## src/rtl/ysyx_25030093_ifu.sv

```systemverilog
// Instruction fetch unit: holds the PC, issues one AXI-lite read per
// instruction and hands the fetched word to decode over valid/ready.
module ysyx_25030093_ifu #(
  parameter int                ADDR_W   = 32,
  parameter logic [ADDR_W-1:0] RESET_PC = 32'h8000_0000
) (
  input  logic              clock,
  input  logic              reset,
  output logic [ADDR_W-1:0] araddr,
  output logic              arvalid,
  input  logic              arready,
  input  logic [31:0]       rdata,
  input  logic [1:0]        rresp,
  input  logic              rvalid,
  output logic              rready,
  output logic [31:0]       inst,
  output logic [ADDR_W-1:0] pc,
  output logic              out_valid,
  input  logic              in_ready,
  input  logic              npc_valid,
  input  logic [ADDR_W-1:0] dnpc,
  output logic              fetch_err,
  output logic [31:0]       inst_cnt
);

  typedef enum logic [2:0] {
    AR,
    R,
    HOLD,
    WAIT_PC,
    ERR
  } state_t;

  state_t            r_state;
  state_t            w_state_n;
  logic              r_run;
  logic [ADDR_W-1:0] r_pc;
  logic [31:0]       r_inst;
  logic [31:0]       r_cnt;
  logic              r_err;

  logic w_ar_go;
  logic w_rd_ok;
  logic w_rd_bad;
  logic w_take;
  logic w_pc_ok;
  logic w_pc_bad;

  // r_run keeps the bus quiet for the cycle in which reset is still high
  assign w_ar_go  = (r_state == AR) && r_run && arready;
  assign w_rd_ok  = (r_state == R) && rvalid && (rresp == 2'b00);
  assign w_rd_bad = (r_state == R) && rvalid && (rresp != 2'b00);
  assign w_take   = (r_state == HOLD) && in_ready;
  assign w_pc_ok  = (r_state == WAIT_PC) && npc_valid
                    && (dnpc[1:0] == 2'b00);
  assign w_pc_bad = (r_state == WAIT_PC) && npc_valid
                    && (dnpc[1:0] != 2'b00);

  always_comb begin
    w_state_n = r_state;
    unique case (1'b1)
      w_ar_go:  w_state_n = R;
      w_rd_ok:  w_state_n = HOLD;
      w_rd_bad: w_state_n = ERR;
      w_take:   w_state_n = WAIT_PC;
      w_pc_ok:  w_state_n = AR;
      w_pc_bad: w_state_n = ERR;
      default:  w_state_n = r_state;
    endcase
  end

  always_ff @(posedge clock) begin
    if (reset) begin
      r_state <= AR;
      r_run   <= 1'b0;
      r_pc    <= RESET_PC;
      r_inst  <= 32'h0;
      r_cnt   <= 32'h0;
      r_err   <= 1'b0;
    end else begin
      r_state <= w_state_n;
      r_run   <= 1'b1;
      if (w_rd_ok) r_inst <= rdata;
      if (w_pc_ok) r_pc <= dnpc;
      if (w_take) r_cnt <= r_cnt + 32'd1;
      if (w_rd_bad || w_pc_bad) r_err <= 1'b1;
    end
  end

  assign arvalid   = (r_state == AR) && r_run;
  assign araddr    = r_pc;
  assign rready    = (r_state == R);
  assign out_valid = (r_state == HOLD);
  assign inst      = r_inst;
  assign pc        = r_pc;
  assign fetch_err = r_err;
  assign inst_cnt  = r_cnt;

endmodule

```

## config.mk

```make
export PLATFORM = sky130hd
export DESIGN_NAME = ysyx_25030093_ifu
export DESIGN_NICKNAME = d
export VERILOG_FILES = /design/src/rtl/ysyx_25030093_ifu.sv
export SDC_FILE = /design/constraint.sdc
export NUM_CORES = 1
export LEC_CHECK = 0
export CORE_ASPECT_RATIO = 1.75
export CORE_UTILIZATION = 35
export CTS_CLUSTER_DIAMETER = 40
export DETAILED_ROUTE_END_ITERATION = 8
export DONT_BUFFER_PORTS = 1
export PLACE_DENSITY_LB_ADDON = 0.08
export SKIP_LAST_GASP = 1
export SYNTH_ARGS = -nofsm -noshare
export SYNTH_HDL_FRONTEND = slang
export SYNTH_SLANG_ARGS = --single-unit
```

## constraint.sdc

```tcl
create_clock -name clock -period 3 [get_ports clock]
set_input_delay 0.3 -clock clock [delete_from_list [all_inputs] [get_ports clock]]
set_output_delay 0.3 -clock clock [all_outputs]
set_load 0.03 [all_outputs]
```

; ---- After elaboration in Yosys (flattened, before gate mapping)
; Cells that the tools add are included.
[word_totals]
regBits = 101
inputBits = 72
wordCells = 29
[classes]
add_sub_neg = 1
n_eq_ne = 3
n_mux = 2
n_reduce_logical = 17
[ops]
columns = operator, count
row1 = $add A32 B1 Y32 const B, 1
row2 = $pmux W3 S5, 1
row3 = $logic_and A1 B1 Y1, 9
row4 = $eq A3 B2 Y1 const B, 2
row5 = $reduce_bool A5 Y1, 1
row6 = $logic_not A2 Y1, 2
row7 = $reduce_bool A2 Y1, 2
row8 = $eq A3 B1 Y1 const B, 1
row9 = $logic_not A3 Y1, 1
row10 = $reduce_or A2 Y1, 1
row11 = $logic_or A1 B1 Y1, 1
row12 = $mux W1, 1

; ---- Longest topological paths before layout
[logic_depth]
word_depth = 5
mapped_depth = 6

; ---- Least setup slack after synthesis
; OpenSTA, ideal clock, no wires.
[synth_path]
path_type = register to register
from = register r_cnt[2] (netlist: inst_cnt[2])
to = register r_cnt[31] (netlist: inst_cnt[31])
setup_ps = 121
arrival_time_ps = 2137
t_required_ps = 2879
path_slack_ps = 743
stages_incl_launch_ff = 7
synth_period_minus_slack_ps = 2257
path_cell_list = dfxtp_1 -> clkbuf_1 -> nand4_1 -> or4_1 -> clkbuf_1 -> nor3b_1 -> mux2_2
[synth_via]
elab_chain_cells = 1
[synth_rtl]
columns = element, line_no
row1 = start: declaration, 39  ; logic [31:0] r_cnt;
row2 = start signal: assignment, 85  ; if (w_take) r_cnt <= r_cnt + 32'd1;
row3 = $add A32 B1 Y32, 85
; No other way between the ends.
; A chain may end at the register's enable or synchronous reset.

; ---- Final worst setup path
[layout_path]
from = register r_cnt[14] (netlist: inst_cnt[14])
to = register r_cnt[24] (netlist: inst_cnt[24])
; Same word-level chain as after synthesis.

==> results_dict.tcl <==
set metrics [dict create \
    status "completed" \
    utilization 0.374 \
    drc_errors 0 \
    finalCritPeriodShare 0.785 \
    drt_first_pass_iters 4 \
    area_delta_synth_final_pct 5.00 \
    synth_seq_cells 101 \
    synthFlopType "dfxtp_1" \
    dr.first_iter.drc_count 186 \
    cts_resized 0 \
    synth.distinct_cells 40 \
    post-route-min-period_ns 2.35 \
    synth_top_cell_by_area "dfxtp_1" \
    gp_congestion 0.782 \
    port_buffers 0 \
    finalSetupTns_ns 0 \
    finalSetupViolations 0 \
    diodes 0 \
    drv_cap 0 \
    synth_edf_count 0 \
    dp_hpwl_um 7360 \
    setup.worst_path.start_class "register" \
    clock_skew_ns 0.00748 \
    ys_top_cells_by_area "dfxtp_1 48%, nand2_1 12%, a21oi_1 9.6%" \
    critical_path_arrival_ns 2.63 \
    power.leakage_nw 1.41 \
    grtUsageTotal 0.165 \
    grt_pass1_wl_um 16300 \
    antenna_found_initial 0 \
    cts_tree "yes" \
    finalHoldViolCount 0 \
    grt_max_degree 103 \
    cts_max_level 3 \
    cts_root_buffer "clkbuf_16" \
    cp_max_fo 10 \
    dieArea_um2 12600 \
    power.density_nw_per_um2 565 \
    cp-end-kind "register" \
    wl_per_cell_um 16.9 \
    synthesis.area_um2 4260 \
    synth-seq-area-share 0.475 \
    core_area_um2 11900 \
    dieHeight_um 148 \
    ys_warn_count 0 \
    clock_path_buffers 2 \
    ctsHoldBuffers 0 \
    cts_sinks 101 \
    cts_setup_buffers 0 \
    yosysMostFrequentCell "nand2_1" \
    start_util 0.357 \
    ant_nets 0 \
    critPathRequiredTime_ns 3.27 \
    via_per_inst 5.47 \
    cts_buffers 9 \
    rsz0062_at_grt "false" \
    totalWireLength_um 10600 \
    ir_worst_vdd_v 0.000235 \
    synth_top_area_frac 0.475 \
    avgSynthCellArea_um2 8.12 \
    overflow 0 \
    rows 53 \
    path_clk_slew_ns 0.07 \
    relSlewSlack 0.544 \
    report.final.slew_viol_count 0 \
    drive_gt1_frac 0.0876 \
    insertion_delay_ns 0.34 \
    grt_pass1_vias 3148 \
    synth_nets 597 \
    worstMarginPinSlew_ns 0.684 \
    hold_path_class "input pin to register" \
    synth_common_cells "140 x nand2_1, 101 x dfxtp_1, 82 x a21oi_1" \
    nFillCells 1238 \
    synthesis.instances 524 \
    criticalPathCategory "register to register" \
    ioPinCount 204 \
    nNetsFinal 559 \
    die_x_um 85.4 \
    vias 3438 \
    async_flop_share 0 \
    fmax_ghz 0.425 \
]
-- through the flow --
step	cell area, µm²	worst slack [ns]	instances	hold WS (ns)	power, mW
2_1_floorplan	4260	0.743	524	0.424	1.46
3_3_place_gp	4190	0.673	612	0.377	1.46
3_5_place_dp	4190	0.670	612	0.377	1.46
4_1_cts	4470	0.633	628	0.00979	2.57
5_1_grt	4470	0.460	628	0.00913	2.63
6_report	4470	0.645	628	0.0220	2.53
-- power by group --
part | total, mW | internal [mW] | switching (mW) | leakage, nW
registers | 1.37 | 1.35 | 0.0241 | 0.814
clock network | 1.10 | 0.608 | 0.495 | 0.132
logic | 0.0505 | 0.0226 | 0.0279 | 0.469
-- sequential cells by signal (all words and copies together) (netlist names) --
name       count
r_state        3
fetch_err      1
r_run          1
inst_cnt      32
araddr        32
inst          32
-- critical path, stage by stage, from the launching register on --
cell and delay [ns]:
dfxtp_1 0.66, nand4_1 0.25, or4_1 0.69, or4_1 0.54
a21oi_1 0.15
-- layer usage --
layer,share of wire,vias to the layer above,GRT usage
met3,0.085,15,0.0525
met5,0,-,0
met1,0.38,1581,0.171
met2,0.52,153,0.301
met4,0.018,0,0.0717
li1,-,1689,-
-- layout by cell type (no fill, tap or decap), types with 2 or more instances in the layout --
master	count
clkbuf_1	2
nand2_1	140
buf_4	16
xor2_1	7
a21oi_1	82
nor2_1	15
and2_1	2
nor4_1	2
clkbuf_8	2
nor2b_1	4
o21ai_0	8
or3_1	8
o311ai_0	2
or2_2	4
nand3_1	9
nor3b_1	3
o41ai_1	2
inv_1	4
or4_1	11
clkbuf_16	9
dfxtp_1	101
and3_1	6
nand4_1	17
mux2_2	4
nor3_2	2
and4_1	4
o31ai_1	9
clkinvlp_4	2
-- final timing paths --
kind	slack, ns	to	cells after the start	start
worst max register to register	0.65	inst_cnt[24]$_SDFFE_PP0P_	4	inst_cnt[14]$_SDFFE_PP0P_
worst min-delay path	0.02	inst_cnt[20]$_SDFFE_PP0P_	1	reset
worst min register to register	0.58	r_state[2]$_SDFFE_PP0P_	2	r_state[2]$_SDFFE_PP0P_
worst max-delay path	0.65	inst_cnt[24]$_SDFFE_PP0P_	4	inst_cnt[14]$_SDFFE_PP0P_
-- cell type report --
| type | instances | area (µm²) | area share |
|---|---|---|---|
| Sequential cell | 101 | 2020 | 0.452 |
| Multi-Input combinational cell | 354 | 1860 | 0.416 |
| Clock buffer | 13 | 260 | 0.0582 |
| Tap cell | 137 | 171 | 0.0384 |
| Timing Repair Buffer | 16 | 120 | 0.0269 |
| Clock inverter | 3 | 20.0 | 0.00448 |
| Inverter | 4 | 15.0 | 0.00336 |
-- kinds of logic (layout without fill, tap and decap cells) --
family | count (synthesis) | count (layout) | share of synthesized area
simple gates | 235 | 235 | 0.268
compound gates | 106 | 106 | 0.136
mux | 4 | 4 | 0.0106
xor+xnor | 8 | 8 | 0.0165
buf+inv | 69 | 36 | 0.0917
fa+ha+maj | 1 | 1 | 0.00294
flops | 101 | 101 | 0.475
Note: power is estimated with default switching activity, not from simulation.
